[config.mk]
export PLATFORM = sky130hd
export DESIGN_NAME = branch_predict_unit
export DESIGN_NICKNAME = d
export VERILOG_FILES = /design/src/rtl/cpu_pkg.sv /design/src/rtl/btb_array.sv /design/src/rtl/branch_predict_unit.sv
export SDC_FILE = /design/constraint.sdc
export NUM_CORES = 2
export LEC_CHECK = 0
export ABC_AREA = 1
export CAP_MARGIN = 0
export CORE_MARGIN = 5
export CORE_UTILIZATION = 30
export CTS_BUF_LIST = sky130_fd_sc_hd__clkbuf_16
export CTS_CLUSTER_DIAMETER = 80
export DETAILED_ROUTE_END_ITERATION = 8
export PLACE_DENSITY = 0.47
export REMOVE_ABC_BUFFERS = 1
export SLEW_MARGIN = 20
export SYNTH_ARGS = -nofsm -noshare
export SYNTH_HDL_FRONTEND = slang
export SYNTH_HIERARCHICAL = 1
export SYNTH_SLANG_ARGS = --single-unit
[constraint.sdc]
create_clock -name clk -period 3.94 [get_ports clk]
set_input_delay 0.985 -clock clk [delete_from_list [all_inputs] [get_ports clk]]
set_output_delay 0.985 -clock clk [all_outputs]
set_load 0.05 [all_outputs]
[src/rtl/cpu_pkg.sv]
// Shared CPU definitions used by the fetch/branch-prediction slice.
//   - RV32 opcode and funct3 codes for the control-transfer instructions
//   - 2-bit saturating branch counter encodings
//   - default fetch reset vector
package cpu_pkg;

    localparam logic [6:0] OPC_JAL    = 7'b1101111;
    localparam logic [6:0] OPC_BRANCH = 7'b1100011;

    localparam logic [2:0] F3_BEQ = 3'b000;
    localparam logic [2:0] F3_BLT = 3'b100;

    typedef enum logic [1:0] {
        CTR_SNT = 2'b00,
        CTR_WNT = 2'b01,
        CTR_WT  = 2'b10,
        CTR_ST  = 2'b11
    } ctr_e;

    localparam logic [31:0] RESET_PC_DEFAULT = 32'h0000_0000;

endpackage

[src/rtl/btb_array.sv]
// Direct-mapped branch target buffer storage.
//   clk, rstn             : clock, asynchronous active-low reset
//   rd_idx -> rd_*        : combinational fetch-side read of one entry
//   up_idx -> up_*        : combinational read of the entry being resolved
//   wr_en, wr_*           : write of entry up_idx at the clock edge (sets valid)
//   inv_en                : clear valid of entry up_idx at the clock edge
// Reads always return the pre-edge contents; a write becomes visible the
// cycle after it is issued.
module btb_array
    import cpu_pkg::*;
#(
    parameter int IDX_W = 4,
    parameter int TAG_W = 32 - IDX_W - 2
) (
    input  logic             clk,
    input  logic             rstn,
    input  logic [IDX_W-1:0] rd_idx,
    output logic             rd_valid,
    output logic [TAG_W-1:0] rd_tag,
    output logic [31:0]      rd_target,
    output logic [1:0]       rd_ctr,
    input  logic [IDX_W-1:0] up_idx,
    output logic             up_valid,
    output logic [TAG_W-1:0] up_tag,
    output logic [31:0]      up_target,
    output logic [1:0]       up_ctr,
    input  logic             wr_en,
    input  logic [TAG_W-1:0] wr_tag,
    input  logic [31:0]      wr_target,
    input  logic [1:0]       wr_ctr,
    input  logic             inv_en
);

    localparam int ENTRIES = 1 << IDX_W;
    localparam logic [1:0] CTR_RST = CTR_WNT;

    logic [ENTRIES-1:0]            valid_q, valid_d;
    logic [ENTRIES-1:0][1:0]       ctr_q, ctr_d;
    logic [ENTRIES-1:0][TAG_W-1:0] tag_q, tag_d;
    logic [ENTRIES-1:0][31:0]      target_q, target_d;

    assign rd_valid  = valid_q[rd_idx];
    assign rd_tag    = tag_q[rd_idx];
    assign rd_target = target_q[rd_idx];
    assign rd_ctr    = ctr_q[rd_idx];

    assign up_valid  = valid_q[up_idx];
    assign up_tag    = tag_q[up_idx];
    assign up_target = target_q[up_idx];
    assign up_ctr    = ctr_q[up_idx];

    always_comb begin
        valid_d  = valid_q;
        ctr_d    = ctr_q;
        tag_d    = tag_q;
        target_d = target_q;
        if (wr_en) begin
            valid_d[up_idx]  = 1'b1;
            ctr_d[up_idx]    = wr_ctr;
            tag_d[up_idx]    = wr_tag;
            target_d[up_idx] = wr_target;
        end else if (inv_en) begin
            valid_d[up_idx] = 1'b0;
        end
    end

    // Only valid and counter state carry reset values; tag/target are
    // don't-care while the entry is invalid.
    always_ff @(posedge clk or negedge rstn) begin
        if (!rstn) begin
            valid_q <= '0;
            ctr_q   <= {ENTRIES{CTR_RST}};
        end else begin
            valid_q <= valid_d;
            ctr_q   <= ctr_d;
        end
    end

    always_ff @(posedge clk) begin
        tag_q    <= tag_d;
        target_q <= target_d;
    end

endmodule

[src/rtl/branch_predict_unit.sv]
// Fetch PC register with BTB-based next-PC prediction and EX-stage resolution.
//   clk, rstn              : clock, asynchronous active-low reset
//   stall                  : hold fetch PC (ignored on a redirect)
//   pc                     : registered fetch PC
//   pred_taken/pred_target : prediction for pc (pc+4 when not taken)
//   ex_*                   : resolved branch information from the EX stage
//   flush                  : combinational mispredict indication, kills IF/ID, ID/EX
//   br_cnt, miss_cnt       : wrapping counts of resolved branches / mispredicts
module branch_predict_unit
    import cpu_pkg::*;
#(
    parameter int          IDX_W    = 4,
    parameter logic [31:0] RESET_PC = RESET_PC_DEFAULT
) (
    input  logic        clk,
    input  logic        rstn,
    input  logic        stall,
    output logic [31:0] pc,
    output logic        pred_taken,
    output logic [31:0] pred_target,
    input  logic        ex_valid,
    input  logic        ex_is_branch,
    input  logic [31:0] ex_pc,
    input  logic        ex_taken,
    input  logic [31:0] ex_target,
    input  logic        ex_pred_taken,
    input  logic [31:0] ex_pred_target,
    output logic        flush,
    output logic [31:0] br_cnt,
    output logic [31:0] miss_cnt
);

    localparam int TAG_W = 32 - IDX_W - 2;

    function automatic logic [1:0] ctr_step(input logic [1:0] ctr, input logic taken);
        if (taken) return (ctr == CTR_ST)  ? CTR_ST  : ctr + 2'd1;
        else       return (ctr == CTR_SNT) ? CTR_SNT : ctr - 2'd1;
    endfunction

    logic [31:0] pc_q, pc_d;
    logic [31:0] br_cnt_q, br_cnt_d;
    logic [31:0] miss_cnt_q, miss_cnt_d;

    logic             f_valid, e_valid;
    logic [TAG_W-1:0] f_tag, e_tag;
    logic [31:0]      f_target, e_target;
    logic [1:0]       f_ctr, e_ctr;

    logic             f_hit, e_hit, ex_br, mp;
    logic [31:0]      correct_pc;
    logic             wr_en, inv_en;
    logic [31:0]      wr_target;
    logic [1:0]       wr_ctr;

    btb_array #(.IDX_W(IDX_W), .TAG_W(TAG_W)) u_btb (
        .clk       (clk),
        .rstn      (rstn),
        .rd_idx    (pc_q[IDX_W+1:2]),
        .rd_valid  (f_valid),
        .rd_tag    (f_tag),
        .rd_target (f_target),
        .rd_ctr    (f_ctr),
        .up_idx    (ex_pc[IDX_W+1:2]),
        .up_valid  (e_valid),
        .up_tag    (e_tag),
        .up_target (e_target),
        .up_ctr    (e_ctr),
        .wr_en     (wr_en),
        .wr_tag    (ex_pc[31:IDX_W+2]),
        .wr_target (wr_target),
        .wr_ctr    (wr_ctr),
        .inv_en    (inv_en)
    );

    // Fetch-side prediction
    assign f_hit       = f_valid && (f_tag == pc_q[31:IDX_W+2]);
    assign pred_taken  = f_hit && f_ctr[1];
    assign pred_target = pred_taken ? f_target : pc_q + 32'd4;

    // EX-side resolution. A non-branch that was predicted taken means the
    // BTB entry aliased onto a different instruction.
    assign ex_br = ex_valid && ex_is_branch;
    assign e_hit = e_valid && (e_tag == ex_pc[31:IDX_W+2]);

    always_comb begin
        mp = 1'b0;
        if (ex_br && (ex_taken != ex_pred_taken))
            mp = 1'b1;
        if (ex_br && ex_taken && ex_pred_taken && (ex_target != ex_pred_target))
            mp = 1'b1;
        if (ex_valid && !ex_is_branch && ex_pred_taken)
            mp = 1'b1;
    end

    assign flush      = mp;
    assign correct_pc = (ex_taken && ex_is_branch) ? ex_target : ex_pc + 32'd4;

    always_comb begin
        wr_en     = 1'b0;
        inv_en    = 1'b0;
        wr_target = e_target;
        wr_ctr    = CTR_WT;
        if (ex_br) begin
            if (e_hit) begin
                wr_en  = 1'b1;
                wr_ctr = ctr_step(e_ctr, ex_taken);
                if (ex_taken) wr_target = ex_target;
            end else if (ex_taken) begin
                wr_en     = 1'b1;
                wr_ctr    = CTR_WT;
                wr_target = ex_target;
            end
        end else if (ex_valid && ex_pred_taken && e_hit) begin
            inv_en = 1'b1;
        end
    end

    // Redirect beats stall; stall beats prediction.
    always_comb begin
        if (mp)         pc_d = correct_pc;
        else if (stall) pc_d = pc_q;
        else            pc_d = pred_target;
        br_cnt_d   = br_cnt_q + {31'd0, ex_br};
        miss_cnt_d = miss_cnt_q + {31'd0, mp};
    end

    always_ff @(posedge clk or negedge rstn) begin
        if (!rstn) begin
            pc_q       <= RESET_PC;
            br_cnt_q   <= '0;
            miss_cnt_q <= '0;
        end else begin
            pc_q       <= pc_d;
            br_cnt_q   <= br_cnt_d;
            miss_cnt_q <= miss_cnt_d;
        end
    end

    assign pc       = pc_q;
    assign br_cnt   = br_cnt_q;
    assign miss_cnt = miss_cnt_q;

endmodule
Word level (Yosys, flattened, before mapping). Cells that the tools add are included.

Register bits after elaboration: 1072. Bits of input ports: 103. Output and inout port bits: 130.

$add $sub $neg: 6. Magnitude comparators: 3. Equal/unequal tests: 6. Muxes and demuxes: 48. Bitwise gates (word level): 3. Reductions and logical operators: 17.

Operator list (number): $bwmux W512 (1); $bwmux W416 (1); $mux W32 (9); $bmux W32 S4 (2); $bmux W26 S4 (2); $demux W32 S4 (1); $demux W26 S4 (1); $mux W26 (3); $add A32 B1 Y32 (2); $add A32 B3 Y32 const B (2); $eq A26 B26 Y1 (2); $bwmux W32 (1); $mux W16 (2); $ne A32 B32 Y1 (1); $and A16 B16 Y16 (1); $bmux W2 S4 (2); $mux W2 (8); $not A16 Y16 (1); $or A16 B16 Y16 (1); $logic_and A1 B1 Y1 (14); $mux W1 (11); $lt A4 B5 Y1 const B (2); $bmux W1 S4 (2); $demux W2 S4 (1); other kinds (10) (10).

Longest topological paths before layout.
Word-level depth: 9. Mapped depth: 28. Depth with buffers taken out: 23.

Hierarchy. Netlist, hierarchy kept.

By module, submodules not included: btb_array (instances 1, cells an instance 7029, area each 53211.0 µm², sequential area each 29087.9 µm²); branch_predict_unit (instances 1, cells an instance 1482, area each 8979.9 µm², sequential area each 2402.3 µm²).

Worst setup path before layout. No wires, ideal clock.

Kind: input to register. Start: input ex_pc[3]. End: register u_btb/tag_q[234] (netlist name) (enable). Library setup time: 0.412 ns. Arrival: 4.464 ns. Required time: 3.528 ns. Path slack: -0.936 ns. Stages on the path: 23. Path through: clkbuf_2 inv_1 buf_4 buf_4 buf_2 nand2_1 nand2_1 nand2_1 nand2_1 inv_1 nand2_1 xor2_1 nor4_1 nand3_1 nor2_1 nand2_1 nand2_1 buf_2 nor2_2 buf_2 nor2_1 nand2_1 inv_1.

Cells in the longest elaborated chain, start to end: 6. Elaborated cells on any way between the ends: 8. Classes of those cells: 1 x eq/ne; 6 x mux; 1 x reduce/logical.

RTL lines: from (decl) (line branch_predict_unit.sv:23) `input logic [31:0] ex_pc,`; $bmux W26 S4 (line btb_array.sv:48) `assign up_tag = tag_q[up_idx];`; $mux W26 (not written as such) (line btb_array.sv:48); named net e_tag[21] (line branch_predict_unit.sv:45) `logic [TAG_W-1:0] f_tag, e_tag;`; $eq A26 B26 Y1 (line branch_predict_unit.sv:83) `assign e_hit = e_valid && (e_tag == ex_pc[31:IDX_W+2]);`; $logic_and A1 B1 Y1 (line branch_predict_unit.sv:83); $mux W1 (line branch_predict_unit.sv:104) `if (e_hit) begin`; $mux W1 (line branch_predict_unit.sv:103) `if (ex_br) begin`; named net wr_en (line branch_predict_unit.sv:51) `logic wr_en, inv_en;`; to (signal assigned) (line btb_array.sv:80) `tag_q <= tag_d;`; to (decl) (line btb_array.sv:39) `logic [ENTRIES-1:0][TAG_W-1:0] tag_q, tag_d;`.

The timed path passes the listed nets, and every way through them passes these cells. The select of a mux whose other input is x is not followed. A chain may end at the register's enable or synchronous reset.

Worst setup path after layout.
Start: register pc_q[2] (netlist: pc[2]). End: output pred_target[5].

Cells in the longest elaborated chain, start to end: 6. Elaborated cells on any way between the ends: 13. Classes of those cells: 1 x add/sub; 1 x eq/ne; 9 x mux; 2 x reduce/logical.

RTL lines: from (decl) (line branch_predict_unit.sv:40) `logic [31:0] pc_q, pc_d;`; from (signal assigned) (line branch_predict_unit.sv:133) `pc_q <= pc_d;`; $bmux W26 S4 (line btb_array.sv:43) `assign rd_tag = tag_q[rd_idx];`; $mux W26 (not written as such) (line btb_array.sv:43); named net f_tag[15] (line branch_predict_unit.sv:45); $eq A26 B26 Y1 (line branch_predict_unit.sv:76) `assign f_hit = f_valid && (f_tag == pc_q[31:IDX_W+2]);`; $logic_and A1 B1 Y1 (line branch_predict_unit.sv:76); $logic_and A1 B1 Y1 (line branch_predict_unit.sv:77) `assign pred_taken = f_hit && f_ctr[1];`; $mux W32 (line branch_predict_unit.sv:78) `assign pred_target = pred_taken ? f_target : pc_q + 32'd4;`; to (decl) (line branch_predict_unit.sv:20) `output logic [31:0] pred_target,`.

The timed path passes the listed nets, and every way through them passes these cells. The select of a mux whose other input is x is not followed.

==> flow_summary_export.csv <==
group,metric,value,unit
layout,area_growth_syn_to_layout,28.1,%
worst_setup_path,worstReg2RegEnd,"pc[9]",
floorplanning,die_h,465,um
sta,slew_violations,0,
run_status,violations,"negative setup slack",
global_routing,grt_start_max_net_pins,158,
global_routing,antenna_found_initial,6,
sta,skew,0.0346,ns
floorplanning,initial_core_util,30.2,%
layout,finalInstanceArea,79500,um^2
pwr,power.density,469,nW/um^2
floorplanning,die-area,216000,um^2
clock_network,cts_made_buffers,138,
route,wl_per_cell,23.5,um
pwr,p_leak,38.5,nW
worst_setup_path,worstPathRequired,2.95,ns
layout,drive_above_1_share,13.1,%
worst_setup_path,cp-start-kind,"flop",
sta,worst_slack,-1.11,ns
pwr,ir_drop,506,uV
global_routing,grt_pass1_vias,56400,
synth,ys_warn_count,6,
worst_hold_path,hp-class,"primary input to async pin",
floorplanning,num_rows,166,
sta,finalSetupViolCount,33,
clock_network,cts_root_buf,"clkbuf_16",
layout,final_common_cell,"nand2_1",
layout,n_fill_cell,21100,
global_routing,grt_overflow_total,0,
global_routing,grt_pass1_wl,391000,um
run_status,status,"complete, but fails checks",
clock_network,cts_tree,"built",
worst_setup_path,cp_cell_sequence,"buf_12 > clkinv_16 > buf_12 > clkbuf_16 > nand2_2 > nand3_1 > nand3_1 > nand3_2 > nand2_2 > buf_12 > inv_2 > nand2_2 > nand2_1 > nor2_1 > buf_4 > nand2_2 > nor2_2 > nand2_2 > nor2_8 > buf_12 > nand2_1 > o21ai_4 > buf_12",
sta,fmax,0.198,GHz
route,drtAntennaViolNets,0,
worst_setup_path,cp.arrival,4.07,ns
worst_setup_path,crit_path_end_kind,"output port",
worst_setup_path,r2r_slack,0.32,ns
placement,hpwl,181000,um
route,wl,280000,um
worst_setup_path,crit_fanout,13,
route,drtPass1Iterations,9,
worst_setup_path,r2r_start,"pc[2]",
placement,numPortBuffers,232,
flow_run,maxCapViolCount,0,
floorplanning,ios,233,
route,avgViaCountPerCell,4.95,
layout,layout_common_cells,"4434 x nand2_1, 1052 x inv_1, 928 x edfxtp_1",
synth,syn-instance-count,8466,
clock_network,insertion_delay,0.80,ns
layout,nNetsFinal,9234,
sta,worst_pin_slew,1.03,ns
global_routing,grt.total_usage,24.5,%
synth,postSynthAreaPerCell,7.32,um^2
sta,rsz0062_at_grt,"yes",
clock_network,cts.clk_slew.worst_paths,0.06,ns
sta,finalHoldViolCount,0,
sta,maxSlewHeadroom,31.0,%
clock_network,htreeDepth,4,
worst_setup_path,max_stage_delay,0.42,ns
route,drc,0,
sta,finalCritPeriodShare,128,%
placement,post_dp_cell_area,72900,um^2
sta,min_period,5.05,ns
synth,syn_area,62000,um^2
route,dr.first_iter.drc_count,6315,
worst_setup_path,crit_slowest_cell,"dfrtp_4",
worst_setup_path,worstRegToRegCells,26,
clock_network,clock_sinks,1072,
clock_network,clk_path_buf_depth,3,
floorplanning,die_x,465,um
route,vias,59000,
worst_setup_path,crit_type,"flop to output port",
placement,dp_slack,-1.05,ns
placement,place.gp.congestion,0.929,
floorplanning,coreArea,205000,um^2
-- power by group --
part,leakage (nW),internal (mW),switching (mW),total [mW]
Sequential,10.2,12.6,0.289,12.9
Clock,2.21,6.88,5.17,12.0
Combinational,26.2,4.28,8.03,12.3
-- stage by stage --
stage                TNS, ns  util, %  instances  hold WS, ns  total power, mW
detailed placement  -1013.31     35.5      11600        0.463             24.5
global placement     -998.92     35.5      11600        0.459             24.6
CTS                   -36.97     37.8      11900        0.207             36.8
global route          -39.56     38.7      11900        0.240             38.7
floorplan           -6854.66        -       8034        0.455             18.7
finish                -33.00     38.7      11900        0.213             37.3
-- worst max-delay path, delay by kind of cell (launching register included) --
family,cells,cell delay [ns]
buffers and inverters,9,1.36
AND/OR/NAND/NOR,13,1.23
flip-flops,1,0.42
AO/OA/AOI/OAI,1,0.18
-- registers in the layout, indices dropped and copies added, names as in the netlist, named ones only --
register and flops:
br_cnt 32, miss_cnt 32, pc 32, u_btb/ctr_q 32
u_btb/tag_q 416, u_btb/target_q 512
-- worst max-delay path by stage --
stage	start	end	cells after the start
after floorplan	pc[2]	pred_target[23]	16
after global placement	ex_pc[4]	u_btb/target_q[61]	20
after detailed placement	ex_pc[5]	u_btb/target_q[61]	20
after CTS	pc[2]	pred_target[9]	22
after global routing	pc[2]	pred_target[5]	23
final	pc[2]	pred_target[5]	23
-- metal layers --
metal,track usage [%],up-vias,share of wire [%]
li1,-,27600,-
met1,31.7,28400,41
met2,39.7,2460,46
met3,3.53,520,7.1
met4,13.0,4,5.9
met5,0,-,0.0089
-- repair_timing --
item	CTS	global route
setup buffers	3	30
pin swaps	2	29
hold buffers	0	0
cloned	3	36
gates resized for setup	54	244
setup endpoints to repair	962	969
-- cell type report --
cell class / instances / area [um^2] / area share (%)
inverters: 1077 / 4220 / 5.31
repair buffers: 948 / 11100 / 14.0
clock inverters: 99 / 586 / 0.737
flip-flops and latches: 1072 / 31500 / 39.7
diodes: 4 / 10.0 / 0.0126
well taps: 2688 / 3360 / 4.23
repair inverters: 2 / 28.8 / 0.0362
multi-input cells: 5886 / 25000 / 31.5
clock buffers: 145 / 3630 / 4.57
Note: power is estimated with default switching activity, not from simulation.
